### config.mk
export PLATFORM = sky130hd
export DESIGN_NAME = mdio_master_param_flat
export DESIGN_NICKNAME = d
export VERILOG_FILES = /design/src/rtl/mdio_master_param_if.sv /design/src/rtl/mdio_master_param.sv /design/src/flat_wrapper.sv
export SDC_FILE = /design/constraint.sdc
export NUM_CORES = 1
export LEC_CHECK = 0
export ABC_AREA = 1
export ABC_CLOCK_PERIOD_IN_PS = 1620
export BUFFER_PORTS_ARGS = -buffer_cell sky130_fd_sc_hd__buf_2
export CAP_MARGIN = 15
export CORE_ASPECT_RATIO = 1.5
export CORE_MARGIN = 8
export CORE_UTILIZATION = 36
export CTS_CLUSTER_SIZE = 20
export DETAILED_ROUTE_END_ITERATION = 7
export PLACE_DENSITY_LB_ADDON = 0.12
export SLEW_MARGIN = 20
export SYNTH_ARGS = -nofsm -noshare
export SYNTH_HDL_FRONTEND = slang
export SYNTH_SLANG_ARGS = --single-unit
### constraint.sdc
create_clock -name CLK -period 1.62 [get_ports CLK]
set_input_delay 0.324 -clock CLK [delete_from_list [all_inputs] [get_ports CLK]]
set_output_delay 0.324 -clock CLK [all_outputs]
set_load 0.01 [all_outputs]
### src/rtl/mdio_master_param_if.sv
// System-side request/response and MDIO pad signals of the MDIO management master.
// The master modport belongs to the block; the slave modport is the request/pad side.
interface mdio_master_param_if;
  logic        MDIO_START;
  logic [31:0] T_DATA;
  logic        MDIO_IN;
  logic [15:0] RD_DATA;
  logic        DATA_RDY;
  logic        DONE;
  logic        BUSY;
  logic        MDC;
  logic        MDIO_OE;
  logic        MDIO_OUT;

  modport master (
    input  MDIO_START, T_DATA, MDIO_IN,
    output RD_DATA, DATA_RDY, DONE, BUSY, MDC, MDIO_OE, MDIO_OUT
  );

  modport slave (
    output MDIO_START, T_DATA, MDIO_IN,
    input  RD_DATA, DATA_RDY, DONE, BUSY, MDC, MDIO_OE, MDIO_OUT
  );
endinterface

### src/rtl/mdio_master_param.sv
// MDIO management master: preamble plus one 32-bit frame per request, with a
// programmable MDC divider and read-data capture after turnaround.
//
// state    | meaning
// IDLE     | bus released, waiting for MDIO_START
// PREAMBLE | driving PREAMBLE_LEN leading ones
// FRAME    | shifting the 32-bit frame; on reads OE drops from the first TA bit
module mdio_master_param #(
  parameter int CLK_DIV      = 2,
  parameter int PREAMBLE_LEN = 32,
  parameter int CNT_W        = 8
) (
  input  logic                CLK,
  input  logic                RESET,
  mdio_master_param_if.master bus
);

  typedef enum logic [1:0] {IDLE, PREAMBLE, FRAME} state_t;

  localparam logic [CNT_W-1:0] DIV_LAST = CNT_W'(CLK_DIV - 1);
  localparam logic [CNT_W-1:0] DIV_ONE  = CNT_W'(1);
  localparam logic [5:0]       PRE_LAST = (PREAMBLE_LEN > 0) ? 6'(PREAMBLE_LEN - 1) : 6'd0;

  state_t           state_q, state_d;
  logic [CNT_W-1:0] div_cnt_q, div_cnt_d;
  logic [5:0]       bit_cnt_q, bit_cnt_d;
  logic [31:0]      shreg_q, shreg_d;
  logic             is_read_q, is_read_d;
  logic [15:0]      rd_shift_q, rd_shift_d;
  logic [15:0]      rd_data_q, rd_data_d;
  logic             mdc_q, mdc_d;
  logic             mdio_oe_q, mdio_oe_d;
  logic             mdio_out_q, mdio_out_d;
  logic             done_q, done_d;
  logic             data_rdy_q, data_rdy_d;

  always_ff @(posedge CLK) begin
    if (RESET) begin
      state_q    <= IDLE;
      div_cnt_q  <= '0;
      bit_cnt_q  <= '0;
      shreg_q    <= '0;
      is_read_q  <= 1'b0;
      rd_shift_q <= '0;
      rd_data_q  <= '0;
      mdc_q      <= 1'b0;
      mdio_oe_q  <= 1'b0;
      mdio_out_q <= 1'b0;
      done_q     <= 1'b0;
      data_rdy_q <= 1'b0;
    end else begin
      state_q    <= state_d;
      div_cnt_q  <= div_cnt_d;
      bit_cnt_q  <= bit_cnt_d;
      shreg_q    <= shreg_d;
      is_read_q  <= is_read_d;
      rd_shift_q <= rd_shift_d;
      rd_data_q  <= rd_data_d;
      mdc_q      <= mdc_d;
      mdio_oe_q  <= mdio_oe_d;
      mdio_out_q <= mdio_out_d;
      done_q     <= done_d;
      data_rdy_q <= data_rdy_d;
    end
  end

  always_comb begin
    state_d    = state_q;
    div_cnt_d  = div_cnt_q;
    bit_cnt_d  = bit_cnt_q;
    shreg_d    = shreg_q;
    is_read_d  = is_read_q;
    rd_shift_d = rd_shift_q;
    rd_data_d  = rd_data_q;
    mdc_d      = mdc_q;
    mdio_oe_d  = mdio_oe_q;
    mdio_out_d = mdio_out_q;
    done_d     = 1'b0;
    data_rdy_d = 1'b0;

    case (state_q)
      IDLE: begin
        // The DONE cycle still reads as IDLE, but a start there is dropped.
        if (bus.MDIO_START && !done_q) begin
          shreg_d    = bus.T_DATA;
          is_read_d  = bus.T_DATA[29];
          div_cnt_d  = DIV_LAST;
          rd_shift_d = '0;
          mdc_d      = 1'b0;
          mdio_oe_d  = 1'b1;
          if (PREAMBLE_LEN == 0) begin
            state_d    = FRAME;
            bit_cnt_d  = 6'd31;
            mdio_out_d = bus.T_DATA[31];
          end else begin
            state_d    = PREAMBLE;
            bit_cnt_d  = PRE_LAST;
            mdio_out_d = 1'b1;
          end
        end
      end
      default: begin
        if (div_cnt_q != '0) begin
          div_cnt_d = div_cnt_q - DIV_ONE;
        end else begin
          div_cnt_d = DIV_LAST;
          mdc_d     = !mdc_q;
          if (!mdc_q) begin
            // MDC rising: bit_cnt 15..0 are frame bits 16..31, the read data.
            if (state_q == FRAME && is_read_q && bit_cnt_q <= 6'd15)
              rd_shift_d = {rd_shift_q[14:0], bus.MDIO_IN};
          end else if (state_q == PREAMBLE) begin
            if (bit_cnt_q == 6'd0) begin
              state_d    = FRAME;
              bit_cnt_d  = 6'd31;
              mdio_out_d = shreg_q[31];
            end else begin
              bit_cnt_d  = bit_cnt_q - 6'd1;
            end
          end else if (bit_cnt_q == 6'd0) begin
            state_d    = IDLE;
            div_cnt_d  = '0;
            mdc_d      = 1'b0;
            mdio_oe_d  = 1'b0;
            mdio_out_d = 1'b0;
            done_d     = 1'b1;
            if (is_read_q) begin
              data_rdy_d = 1'b1;
              rd_data_d  = rd_shift_q;
            end
          end else begin
            // Next bit has bit_cnt <= 17 (frame bit >= 14): release on reads.
            bit_cnt_d  = bit_cnt_q - 6'd1;
            shreg_d    = {shreg_q[30:0], 1'b0};
            mdio_oe_d  = !(is_read_q && bit_cnt_q <= 6'd18);
            mdio_out_d = mdio_oe_d ? shreg_q[30] : 1'b0;
          end
        end
      end
    endcase
  end

  always_comb begin
    bus.RD_DATA  = rd_data_q;
    bus.DATA_RDY = data_rdy_q;
    bus.DONE     = done_q;
    bus.BUSY     = (state_q != IDLE);
    bus.MDC      = mdc_q;
    bus.MDIO_OE  = mdio_oe_q;
    bus.MDIO_OUT = mdio_out_q;
  end

endmodule

### src/flat_wrapper.sv
// flat-port wrapper written by rule: the top's interface ports become plain ports
module mdio_master_param_flat 
#(
  parameter int CLK_DIV      = 2,
  parameter int PREAMBLE_LEN = 32,
  parameter int CNT_W        = 8
)
  (CLK, RESET, bus_MDIO_START, bus_T_DATA, bus_MDIO_IN, bus_RD_DATA, bus_DATA_RDY, bus_DONE, bus_BUSY, bus_MDC, bus_MDIO_OE, bus_MDIO_OUT);
  mdio_master_param_if bus_i ();
  input  logic CLK;
  input  logic RESET;
  input wire logic [$bits(bus_i.MDIO_START)-1:0] bus_MDIO_START;
  input wire logic [$bits(bus_i.T_DATA)-1:0] bus_T_DATA;
  input wire logic [$bits(bus_i.MDIO_IN)-1:0] bus_MDIO_IN;
  output wire logic [$bits(bus_i.RD_DATA)-1:0] bus_RD_DATA;
  output wire logic [$bits(bus_i.DATA_RDY)-1:0] bus_DATA_RDY;
  output wire logic [$bits(bus_i.DONE)-1:0] bus_DONE;
  output wire logic [$bits(bus_i.BUSY)-1:0] bus_BUSY;
  output wire logic [$bits(bus_i.MDC)-1:0] bus_MDC;
  output wire logic [$bits(bus_i.MDIO_OE)-1:0] bus_MDIO_OE;
  output wire logic [$bits(bus_i.MDIO_OUT)-1:0] bus_MDIO_OUT;
  assign bus_i.MDIO_START = bus_MDIO_START;
  assign bus_i.T_DATA = bus_T_DATA;
  assign bus_i.MDIO_IN = bus_MDIO_IN;
  assign bus_RD_DATA = bus_i.RD_DATA;
  assign bus_DATA_RDY = bus_i.DATA_RDY;
  assign bus_DONE = bus_i.DONE;
  assign bus_BUSY = bus_i.BUSY;
  assign bus_MDC = bus_i.MDC;
  assign bus_MDIO_OE = bus_i.MDIO_OE;
  assign bus_MDIO_OUT = bus_i.MDIO_OUT;
  mdio_master_param #(.CLK_DIV(CLK_DIV), .PREAMBLE_LEN(PREAMBLE_LEN), .CNT_W(CNT_W)) u_core (.CLK(CLK), .RESET(RESET), .bus(bus_i));
endmodule
; ---- Word level (Yosys, flattened, before mapping)
; Cells that the tools add are included.
[totals]
register_bits = 86
input_bits = 36
output_inout_bits = 22
word_cells = 107
[op_classes]
add_sub_neg = 2
n_lt_le_gt_ge = 2
eq_ne = 9
muxes = 52
n_bitwise = 5
n_reduce_logical = 25
[ops]
columns = operator, n
row1 = 32-bit two-way mux, 6
row2 = 16-bit two-way mux, 5
row3 = 6-bit two-way mux, 7
row4 = 8-bit two-way mux, 5
row5 = 1-bit two-way mux, 22
row6 = 4-bit AND reduction, 5
row7 = 2-bit two-way mux, 7
row8 = 2-bit inequality test (second input constant), 4
row9 = 2-bit nonzero test, 4
row10 = 8-bit nonzero test, 1
row11 = 8-bit by 1-bit subtractor with 8-bit output (second input constant), 1
row12 = 6-bit by 4-bit <= comparator with 1-bit output (second input constant), 1
row13 = 6-bit by 5-bit <= comparator with 1-bit output (second input constant), 1
row14 = 6-bit zero test, 1
row15 = 6-bit AND reduction, 1
row16 = 6-bit OR reduction, 1
row17 = 6-bit by 1-bit subtractor with 6-bit output (second input constant), 1
row18 = 1-bit NOT, 5
row19 = 5-bit AND reduction, 1
row20 = 5-bit OR reduction, 1
row21 = 1-bit logical AND, 4
row22 = 2-bit AND reduction, 2
row23 = 1-bit zero test, 3
row24 = 3-bit by 2-bit inequality test with 1-bit output (second input constant), 1
row25 = 5 further kinds, 5

; ---- Longest topological paths before layout
; Gate-level depths: netlist of run 1.
[depth]
ltp_word = 8
mapped_depth = 12
depth_no_buf = 11

; ---- Worst setup path before layout of run 1
; No wires, ideal clock.
[synth_timing]
path_type = reg-to-reg
from = reg u_core.bit_cnt_q[0]
to = reg u_core.rd_data_q[10] (netlist: u_core.bus.RD_DATA[10])
setup_ns = 0.116
arrival_ns = 1.450
required_time_ns = 1.504
slack_ns = 0.054
path_stages_with_launch = 11
path_buffers = 1
period_less_slack_ns = 1.566
path_cell_list = dfxtp_1 -> inv_1 -> ha_1 -> nand2_1 -> inv_1 -> nand3_2 -> nor2_2 -> nand2_2 -> clkbuf_1 -> o21ai_0 -> nor2_1
[synth_between]
elab_chain_cells = 2
[synth_lines]
columns = element, line
row1 = "start, declared", mdio_master_param.sv:26  ; logic [5:0] bit_cnt_q, bit_cnt_d;
row2 = "start signal, assigned", mdio_master_param.sv:54  ; bit_cnt_q <= bit_cnt_d;
row3 = 6-bit zero test, mdio_master_param.sv:120  ; end else if (bit_cnt_q == 6'd0) begin
row4 = 6-bit AND reduction (no source line), --
row5 = "end signal, assigned", mdio_master_param.sv:58  ; rd_data_q <= rd_data_d;
row6 = "end, declared", mdio_master_param.sv:30  ; logic [15:0] rd_data_q, rd_data_d;
; Every way passes these cells.
; A chain may end at the register's enable or synchronous reset.

; ---- Worst setup path after layout of run 1
[layout_timing]
from = reg u_core.state_q[0]
to = out bus_BUSY
[layout_between]
elab_chain_cells = 1
[layout_lines]
columns = element, line
row1 = "start, declared", mdio_master_param.sv:24  ; state_t state_q, state_d;
row2 = "start signal, assigned", mdio_master_param.sv:52  ; state_q <= state_d;
row3 = 2-bit nonzero test, mdio_master_param.sv:147  ; bus.BUSY = (state_q != IDLE);
row4 = "end, declared", flat_wrapper.sv:18  ; output wire logic [$bits(bus_i.BUSY)-1:0] bus_BUSY;
; Every way passes these cells.

==> out/qor.csv, run 1 <==
stage,metric,value,unit
clocking,clock root cell,clkbuf_16,
die,Die Ht,146,µm
place,post-DP HPWL,7170,µm
layout,Final #Nets,730,
grt,first-pass GRT wire length,17300,µm
critical_path,Worst EP arrival,1.28,ns
worst_hold_path,Worst Hold Path EP,u_core.shreg_q[0]$_SDFFE_PP0P_,
timing,final cycle utilization of the critical path,0.990,
critical_path,crit-path max FO,12,
layout,layout cell share with drive strength beyond 1,0.237,
routing,initial DRC count,129,
die,num rows,47,
clocking,Clock Latency Late Sink,0.35,ns
job,Max Cap Viol,0,
yosys,"Seq/Total Area, Yosys",0.424,
die,# IOs,58,
routing,Routed Antenna Nets,0,
yosys,ys flop type,dfxtp_1,
yosys,top post-synthesis cells by area,"dfxtp_1, nand2_1, nor2_1",
clocking,CTS tree,built,
clocking,hold_buf cts,0,
die,Core Footprint,11000,µm²
pwr,Worst VDD drop,0.848,mV
grt,initial antenna violation count,0,
critical_path,critical path type,reg -> out,
yosys,"Avg Cell Area, Syn",6.71,µm²
timing,Setup WS post-layout,0.0156,ns
outcome,outcome,finished clean,
critical_path,Crit Reg-Reg Endpoint,u_core.shreg_q[26]$_SDFFE_PP0P_,
die,Die X,103,µm
place,"worst slack, placed",-0.105,ns
timing,Worst-Margin Slew,0.366,ns
clocking,Sink Count,86,
yosys,"Distinct cells, synth",35,
grt,global route overflow,0,
yosys,synthesized netlist cell count,605,
timing,RSZ-0062 raised after global routing,yes,
yosys,"EDFF count, synth",0,
clocking,Clock Tree Buf Depth,2,
timing,Fmax,0.623,GHz
critical_path,CP startpoint,u_core.state_q[0]$_SDFFE_PP0P_,
routing,DRT Pass-1 Iters,4,
grt,vias in the first global route,3794,
timing,setup TNS,0,ns
yosys,top cell type by total area after synthesis,dfxtp_1,
clocking,CTS Buf Count,9,
yosys,post-synth top area share,0.424,
timing,Slew Limit Fails,0,
clocking,# H-tree levels,3,
grt,GR Util All Layers,0.141,
place,port buffer count,57,
routing,Total Routed Length,10400,µm
grt,pin count of the biggest net entering global routing,35,
worst_hold_path,Hold Startpoint,bus_T_DATA[0],
critical_path,WP data required,1.30,ns
place,Placer Congestion,0.845,
timing,final clock skew,0.00941,ns
layout,P&R area growth vs syn,30.8,%
critical_path,Reg2Reg Setup Slack,0.02,ns
critical_path,R2R cell count,12,
clocking,clk slew on worst S/H paths,0.06,ns
critical_path,CP Launch Type,flip-flop,
yosys,Synth Cell Area,4060,µm²
die,die area,15000,µm²
routing,routed length per instance,12.4,µm
worst_hold_path,worst hold path type,in -> reg,
yosys,syn nets,645,
yosys,YS warnings,0,
yosys,"count leader, synth",nand2_1,
routing,vias,3992,
pwr,Total Power,11.2,mW
routing,DRC,0,
yosys,"FFs w/ async S/R, synth",0,
die,Initial Util,0.369,
yosys,Synth Register Bits,86,
timing,Slew HR,0.756,
critical_path,CP Capture Type,output port,
timing,crit path time final,1.60,ns
routing,DR vias/cell,4.74,
timing,final setup vio count,0,
pwr,Power Density,2110,nW/µm²
pwr,P_leak,2.41,nW
timing,final hold vios,0,
layout,# diodes,0,
layout,filler instances,1171,
yosys,commonest cells in the netlist,"nand2_1, nor2_1, dfxtp_1",
worst_hold_path,hold-critical path depth,3,
critical_path,RR Startpoint,u_core.bit_cnt_q[1]$_SDFFE_PP0P_,
[power breakdown]
part	total (mW)	internal [mW]	switching, mW
logic	5.55	2.48	3.07
clock network	2.29	1.41	0.888
registers	3.35	2.86	0.483
[placed cells by master, fill, tap and decap left out, drive strengths merged, types with 5 or more instances in the layout]
| cell type | n |
|---|---|
| nor2 | 132 |
| clkbuf | 14 |
| nand2 | 179 |
| inv | 31 |
| a21oi | 34 |
| o21ai | 24 |
| buf | 102 |
| clkinv | 5 |
| nand3 | 67 |
| dfxtp | 86 |
[flip-flops by register name (all words and copies together) (netlist names)]
| register | cells |
|---|---|
| u_core.shreg_q | 32 |
| u_core.bus.RD_DATA | 16 |
| u_core.rd_shift_q | 16 |
| u_core.div_cnt_q | 8 |
| u_core.bit_cnt_q | 6 |
| u_core.state_q | 2 |
| u_core.bus.DATA_RDY | 1 |
| u_core.bus.DONE | 1 |
| u_core.bus.MDC | 1 |
| u_core.bus.MDIO_OE | 1 |
| u_core.bus.MDIO_OUT | 1 |
| u_core.is_read_q | 1 |
[through the flow]
stage | hold WS, ns | cells | cell area, µm² | util
final | 0.298 | 842 | 5310 | 0.483
after global routing | 0.302 | 842 | 5310 | 0.483
after CTS | 0.273 | 830 | 5040 | 0.459
after detailed placement | 0.468 | 814 | 4690 | 0.427
after global placement | 0.458 | 814 | 4690 | 0.427
after floorplan | 0.432 | 605 | 4060 | -
[timing repair]
item	in CTS	in global routing
endpoints found under the setup margin	18	70
pin swaps	0	8
gates cloned	0	4
gates resized for setup	8	37
setup buffers	0	8
[cells by family after synthesis]
kind of cell,Yosys count,share of synthesized area
flip-flops,86,0.424
AO/OA/AOI/OAI,64,0.0832
buffers and inverters,64,0.0786
XOR/XNOR,1,0.00216
AND/OR/NAND/NOR,386,0.400
adder cells (fa/ha/maj),4,0.0123
[metal layers]
metal | global-route usage | vias to the layer above | wire length, µm
met5 | 0 | - | 0
met4 | 0.0561 | 0 | 130
met3 | 0.0309 | 11 | 492
met2 | 0.240 | 61 | 5260
met1 | 0.164 | 1829 | 4560
li1 | - | 2091 | -
[worst max-delay path by stage]
stage,endpoint
2_1_floorplan,u_core.bus.RD_DATA[10]$_SDFFE_PP0P_
3_3_place_gp,u_core.bus.RD_DATA[14]$_SDFFE_PP0P_
3_5_place_dp,u_core.bus.RD_DATA[13]$_SDFFE_PP0P_
4_1_cts,u_core.shreg_q[28]$_SDFFE_PP0P_
5_1_grt,u_core.shreg_q[27]$_SDFFE_PP0P_
6_report,bus_BUSY
[cell type report]
cell class,instances,area [µm²],share of cell area
clock buffers,10,239,0.0450
clock inverters,6,93.8,0.0177
inverters,32,140,0.0264
multi-input cells,455,2110,0.397
flip-flops and latches,86,1730,0.325
well taps,147,184,0.0346
repair buffers,106,818,0.154
[worst max-delay path, stage by stage (launching register included)]
cell	delay, ns
dfxtp_2	0.34
nor2_4	0.16
inv_2	0.12
buf_6	0.17
buf_2	0.14
No activity file was read; power rests on OpenSTA's default activity.
==> run 2, diff against run 1 <==
MAX_ROUTING_LAYER = met4   (was not set)
==> run 2 against run 1 <==
Against the previous run: flip-flop and latch count stayed put; final cell count is 0.12% higher; die area stayed put; sequential power hardly changed; core utilization is 0.44 points higher; largest power group unchanged.
==> out/qor.csv, run 2 (synthesis gave the netlist of run 1 again) <==
stage,metric,value,unit,change
outcome,outcome,finished clean,,
grt,GR Util All Layers,0.145,,+0.00384
layout,# diodes,0,,unchanged
die,num rows,47,,unchanged
timing,Worst-Margin Slew,0.498,ns,+0.133 ns
critical_path,CP max stage delay,0.34,ns,about the same
timing,final clock skew,0.00651,ns,-0.00291 ns
critical_path,"Max stage delay cell, worst path",dfxtp_2,,
die,Core Footprint,11000,µm²,unchanged
timing,Fmax,0.623,GHz,about the same
critical_path,RR Startpoint,u_core.bit_cnt_q[0]$_SDFFE_PP0P_,,
routing,Total Routed Length,10600,µm,+1.7%
die,die area,15000,µm²,unchanged
place,placed inst area,4690,µm²,unchanged
critical_path,Worst EP arrival,1.28,ns,about the same
layout,Final Non-Filler Cells,843,,+0.12%
pwr,Worst VDD drop,0.867,mV,+2.3%
layout,layout cell share with drive strength beyond 1,0.247,,+0.00972
timing,RSZ-0062 raised after global routing,yes,,
timing,final cycle utilization of the critical path,0.990,,about the same
grt,vias in the first global route,3788,,-0.16%
timing,Slew HR,0.667,,-0.0890
clocking,clock root cell,clkbuf_16,,
layout,Final #Nets,731,,+0.14%
timing,Slew Limit Fails,0,,unchanged
clocking,Clock Latency Late Sink,0.34,ns,about the same
critical_path,Reg2Reg Setup Slack,0.07,ns,+0.05 ns
clocking,CTS Buf Count,9,,unchanged
critical_path,worst path cell trace,nor2_4 > inv_2 > buf_6 > buf_2,,
die,# IOs,58,,unchanged
timing,final hold vios,0,,unchanged
routing,DRT Pass-1 Iters,4,,unchanged
grt,pin count of the biggest net entering global routing,35,,unchanged
clocking,CTS tree,built,,
timing,crit path time final,1.60,ns,-0.000207 ns
routing,vias,4029,,+0.93%
critical_path,critical path type,reg -> out,,
worst_hold_path,worst hold path type,in -> reg,,
place,"worst slack, placed",-0.105,ns,unchanged
grt,global route overflow,0,,unchanged
place,post-DP HPWL,7170,µm,unchanged
grt,initial antenna violation count,0,,unchanged
die,Initial Util,0.369,,unchanged
worst_hold_path,hold-critical path depth,5,,+2
critical_path,family with the most delay on the worst path,buffers and inverters,,
timing,Setup WS post-layout,0.0158,ns,+0.000207 ns
layout,most frequent cells in the layout,"nand2_1, nor2_1, dfxtp_1",,
layout,P&R area growth vs syn,32.0,%,
pwr,P_leak,2.42,nW,+0.35%
critical_path,CP Capture Type,output port,,
place,Placer Congestion,0.859,,+1.6%
timing,setup TNS,0,ns,unchanged
critical_path,Crit Reg-Reg Endpoint,u_core.shreg_q[28]$_SDFFE_PP0P_,,
critical_path,"Buf+Inv Stages, Crit Path",3,,unchanged
routing,routed length per instance,12.6,µm,+1.6%
routing,DRC,0,,unchanged
clocking,Clock Tree Buf Depth,2,,unchanged
routing,DR vias/cell,4.78,,+0.81%
layout,Top reg by flops,u_core.shreg_q,,
critical_path,WP data required,1.30,ns,about the same
layout,filler instances,1155,,-1.4%
die,Die Ht,146,µm,unchanged
critical_path,R2R cell count,12,,unchanged
worst_hold_path,Worst Hold Path EP,u_core.shreg_q[5]$_SDFFE_PP0P_,,
critical_path,CP Launch Type,flip-flop,,
clocking,clk slew on worst S/H paths,0.07,ns,about the same
routing,initial DRC count,127,,-1.6%
grt,first-pass GRT wire length,17300,µm,about the same
routing,Routed Antenna Nets,0,,unchanged
layout,max FFs per register,32,,unchanged
pwr,Total Power,11.2,mW,-0.28%
timing,final setup vio count,0,,unchanged
clocking,hold_buf cts,0,,unchanged
worst_hold_path,Hold Startpoint,bus_T_DATA[5],,
clocking,# H-tree levels,3,,unchanged
layout,"commonest non-fill, non-tap cell in the layout",nand2_1,,
place,port buffer count,57,,unchanged
job,Max Cap Viol,0,,unchanged
layout,post-route cell area,5360,µm²,+0.92%
pwr,Power Density,2080,nW/µm²,-1.2%
die,Die X,103,µm,unchanged
critical_path,Crit. path cell count,4,,unchanged
clocking,Sink Count,86,,unchanged
critical_path,crit-path max FO,12,,unchanged
place,Cells after DPL,814,,unchanged
-- run 2: cell count changes in the layout (fill, tap and decap cells not counted), sizes merged --
cell,previous run,this run
nand2,179,180
inv,31,32
buf,102,101
-- run 2: worst max-delay path by stage --
stage / from / endpoint / slack [ns]
after floorplan: u_core.bit_cnt_q[0]$_SDFFE_PP0P_ / u_core.bus.RD_DATA[10]$_SDFFE_PP0P_ / 0.05
final: u_core.state_q[0]$_SDFFE_PP0P_ / bus_BUSY / 0.02
after detailed placement: u_core.bit_cnt_q[0]$_SDFFE_PP0P_ / u_core.bus.RD_DATA[13]$_SDFFE_PP0P_ / -0.10
after global routing: u_core.state_q[1]$_SDFFE_PP0P_ / bus_BUSY / -0.06
after global placement: u_core.bit_cnt_q[0]$_SDFFE_PP0P_ / u_core.bus.RD_DATA[14]$_SDFFE_PP0P_ / -0.06
after CTS: u_core.bit_cnt_q[0]$_SDFFE_PP0P_ / u_core.shreg_q[28]$_SDFFE_PP0P_ / 0.01
-- run 2: timing repair --
action | in CTS | in global routing
pin swaps | 0 | 6
resized for setup | 8 | 45
cloned | 0 | 6
endpoints found under the setup margin | 18 | 70
setup buffers | 0 | 7
-- run 2: worst reg2reg max path: stages (launching register included) --
cell	delay [ns]
dfxtp_2	0.33
inv_2	0.05
ha_4	0.17
nand2_2	0.07
inv_2	0.05
nand3_4	0.08
nand3_4	0.10
nor2_8	0.14
buf_12	0.16
buf_12	0.13
nand3_1	0.07
nand2_1	0.06
nor2_1	0.04
-- run 2: per-stage QoR --
stage,hold WS (ns),utilization
floorplan,0.432,-
detailed placement,0.468,0.427
global placement,0.458,0.427
CTS,0.273,0.459
finish,0.308,0.487
global route,0.322,0.487
-- run 2: final cells by class --
cell class              count  area [µm²]  share of cell area
multi-input cells         456        2150               0.400
inverters                  32         140              0.0261
well taps                 147         184              0.0343
repair buffers            105         820               0.153
flip-flops and latches     86        1730               0.322
clock inverters             6        93.8              0.0175
repair inverters            1        8.76             0.00163
clock buffers              10         239              0.0446
-- run 2: layer usage --
layer | up-vias | global-route usage | share of wire
met1 | 1851 | 0.167 | 0.44
met2 | 65 | 0.240 | 0.51
li1 | 2099 | - | -
met4 | 0 | 0.0561 | 0.018
met3 | 14 | 0.0257 | 0.037
met5 | - | - | 0
-- run 2: power breakdown --
group | switching, mW | internal, mW
clock network | 0.890 | 1.41
logic | 3.06 | 2.44
registers | 0.500 | 2.86
total | 4.45 | 6.71
==> run 3, diff against run 2 <==
ABC_CLOCK_PERIOD_IN_PS = 1700   (was 1620)
clock period = 1.7 ns   (was 1.62 ns; I/O delays follow)
==> run 3 against run 2 <==
Against the previous run: first-iteration DRC count increased by 81%; clock skew shrank 0.0015 ns; sequential power down 5%; combinational power down 6.7%; core utilization decreased by 1.5 points; sequential share of layout area increased by 1.1 points; non-clock buffer count is 6 lower; clock-buffer cell count is 1 higher; wire length decreased by 0.40%; die area is the same; clock power is 12% lower; critical endpoint unchanged.
==> out/qor.csv, run 3 (synthesis gave the netlist of run 1 again) <==
stage,metric,value,unit,change
die,Die X,103,µm,unchanged
layout,register area,1730,µm²,+0.14%
routing,highest metal used,met4,,
layout,layout cell share with drive strength beyond 1,0.238,,-0.00910
clocking,# H-tree levels,3,,unchanged
pwr,Seq pwr share,0.307,,+0.006
layout,Final #Nets,724,,-0.96%
place,port buffer count,57,,unchanged
job,Max Cap Viol,0,,unchanged
critical_path,CP Capture Type,output port,,
timing,crit path time final,1.65,ns,
grt,vias in the first global route,3695,,-2.5%
clocking,CTS Buf Count,9,,unchanged
grt,GR Util All Layers,0.142,,-0.00286
timing,Worst-Margin Slew,0.535,ns,+0.0371 ns
critical_path,crit-path max FO,9,,-3
worst_hold_path,Worst Hold Path EP,u_core.shreg_q[0]$_SDFFE_PP0P_,,
pwr,clock share of power,0.196,,-0.010
critical_path,Reg2Reg Setup Slack,0.07,ns,about the same
critical_path,Crit Reg-Reg Endpoint,u_core.shreg_q[25]$_SDFFE_PP0P_,,
routing,DR vias/cell,4.75,,-0.66%
pwr,internal power,6.13,mW,-8.6%
pwr,Total Power,10.3,mW,-7.3%
routing,vias,3969,,-1.5%
clocking,CTS tree,built,,
critical_path,"Max stage delay cell, worst path",dfxtp_2,,
critical_path,CP startpoint,u_core.state_q[0]$_SDFFE_PP0P_,,
die,Core Footprint,11000,µm²,unchanged
outcome,outcome,finished clean,,
grt,initial antenna violation count,0,,unchanged
clocking,hold_buf cts,0,,unchanged
timing,worst hold margin,0.275,ns,-0.0334 ns
worst_hold_path,worst hold path type,in -> reg,,
timing,Slew Limit Fails,0,,unchanged
layout,max FFs per register,32,,unchanged
critical_path,CP Launch Type,flip-flop,,
clocking,clk slew on worst S/H paths,0.06,ns,about the same
pwr,Power Density,1990,nW/µm²,-4.3%
critical_path,critical path type,reg -> out,,
place,"worst slack, placed",-0.0514,ns,+0.0533 ns
die,Die Ht,146,µm,unchanged
clocking,Clock Latency Late Sink,0.34,ns,about the same
routing,initial DRC count,230,,+81%
pwr,P_leak,2.37,nW,-2.2%
die,Initial Util,0.369,,unchanged
worst_hold_path,hold-critical path depth,3,,-2
layout,filler instances,1171,,+1.4%
pwr,total net switching power,4.21,mW,-5.4%
layout,multi-input logic area,2110,µm²,-1.5%
place,post-DP HPWL,7130,µm,-0.61%
routing,routed length per instance,12.7,µm,+0.44%
timing,final cycle utilization of the critical path,0.970,,
layout,Top reg by flops,u_core.shreg_q,,
layout,most frequent cells in the layout,"nand2_1, nor2_1, dfxtp_1",,
timing,final clock skew,0.00505,ns,-0.00146 ns
timing,Setup WS post-layout,0.0516,ns,+0.0358 ns
pwr,Combinational Power Share,0.496,,+0.003
layout,Final Non-Filler Cells,836,,-0.83%
clocking,Clock Tree Buf Depth,2,,unchanged
routing,Metal-1 WL,4640,µm,about the same
die,die area,15000,µm²,unchanged
grt,pin count of the biggest net entering global routing,54,,+54%
critical_path,CP max stage delay,0.34,ns,about the same
routing,Routed Antenna Nets,0,,unchanged
die,# IOs,58,,unchanged
critical_path,RR Startpoint,u_core.state_q[0]$_SDFFE_PP0P_,,
routing,met3 routed WL,461,µm,+16%
die,num rows,47,,unchanged
layout,"commonest non-fill, non-tap cell in the layout",nand2_1,,
pwr,switching part of the total,0.407,,+0.00804
clocking,Sink Count,86,,unchanged
place,Cells after DPL,806,,-0.98%
grt,global route overflow,0,,unchanged
layout,# diodes,0,,unchanged
critical_path,R2R cell count,9,,-3
timing,Fmax,0.607,GHz,
timing,final hold vios,0,,unchanged
place,Placer Congestion,0.863,,+0.55%
timing,Slew HR,0.643,,-0.0243
timing,final setup vio count,0,,unchanged
routing,met2 WL post-DR,5280,µm,-2.2%
critical_path,WP data required,1.36,ns,+0.06 ns
critical_path,Worst EP arrival,1.31,ns,+0.03 ns
grt,first-pass GRT wire length,16700,µm,-3.4%
pwr,Worst VDD drop,0.694,mV,-20%
routing,DRC,0,,unchanged
routing,Total Routed Length,10600,µm,-0.40%
critical_path,worst path cell trace,nor2_4 > inv_6 > buf_4 > buf_2,,
worst_hold_path,Hold Startpoint,bus_T_DATA[0],,
clocking,clock root cell,clkbuf_16,,
layout,P&R area growth vs syn,27.9,%,
routing,DRT Pass-1 Iters,4,,unchanged
-- run 3: cell count changes in the layout (fill, tap and decap cells not counted), moves of 4 or more --
cell     before  now
o21ai_2       5    1
o21ai_0      10   21
buf_12        8    4
o21ai_1       9    1
buf_4        35   31
-- run 3: repair_timing --
| item | CTS | global route |
|---|---|---|
| pin swaps | 1 | 11 |
| gates cloned | 0 | 6 |
| setup buffers | 2 | 6 |
| endpoints found under the setup margin | 17 | 68 |
| resized for setup | 2 | 38 |
-- run 3: worst max path at each step --
stage	to	slack [ns]	cells past startpoint
detailed placement	u_core.bus.RD_DATA[5]$_SDFFE_PP0P_	-0.05	10
floorplan	u_core.bus.RD_DATA[10]$_SDFFE_PP0P_	0.13	10
global placement	u_core.bus.RD_DATA[13]$_SDFFE_PP0P_	-0.01	10
global route	u_core.shreg_q[5]$_SDFFE_PP0P_	-0.02	11
CTS	u_core.shreg_q[28]$_SDFFE_PP0P_	0.01	12
finish	bus_BUSY	0.05	4
-- run 3: routing by layer --
layer,up-vias,GRT usage
met4,0,0.0716
met5,-,-
li1,2077,-
met3,16,0.0276
met1,1799,0.161
met2,77,0.230
-- run 3: layout make-up --
type | instances | share of cell area
Sequential cell | 86 | 0.333
Clock buffer | 11 | 0.0487
Multi-Input combinational cell | 456 | 0.407
Tap cell | 147 | 0.0354
Inverter | 32 | 0.0275
Timing Repair Buffer | 99 | 0.137
Clock inverter | 5 | 0.0108
-- run 3: per-stage QoR --
stage          utilization  setup TNS (ns)  cell area (µm²)
4_1_cts              0.449               0             4940
6_report             0.472               0             5190
3_5_place_dp         0.419          -0.598             4610
3_3_place_gp         0.419         -0.0464             4610
2_1_floorplan            -               0             4060
5_1_grt              0.472          -0.103             5190
-- run 3: power groups by stage --
stage	clock [mW]	sequential, mW	combinational (mW)
5_1_grt	2.15	3.27	5.81
6_report	2.03	3.18	5.13
2_1_floorplan	0	3.10	3.31
3_3_place_gp	0	3.18	4.35
4_1_cts	2.07	3.16	4.47
3_5_place_dp	0	3.20	4.42
-- run 3: worst max-delay path, delay by kind of cell (launching register included) --
family | cells | cell delay [ns]
flip-flops | 1 | 0.34
AND/OR/NAND/NOR | 1 | 0.20
buffers and inverters | 3 | 0.43
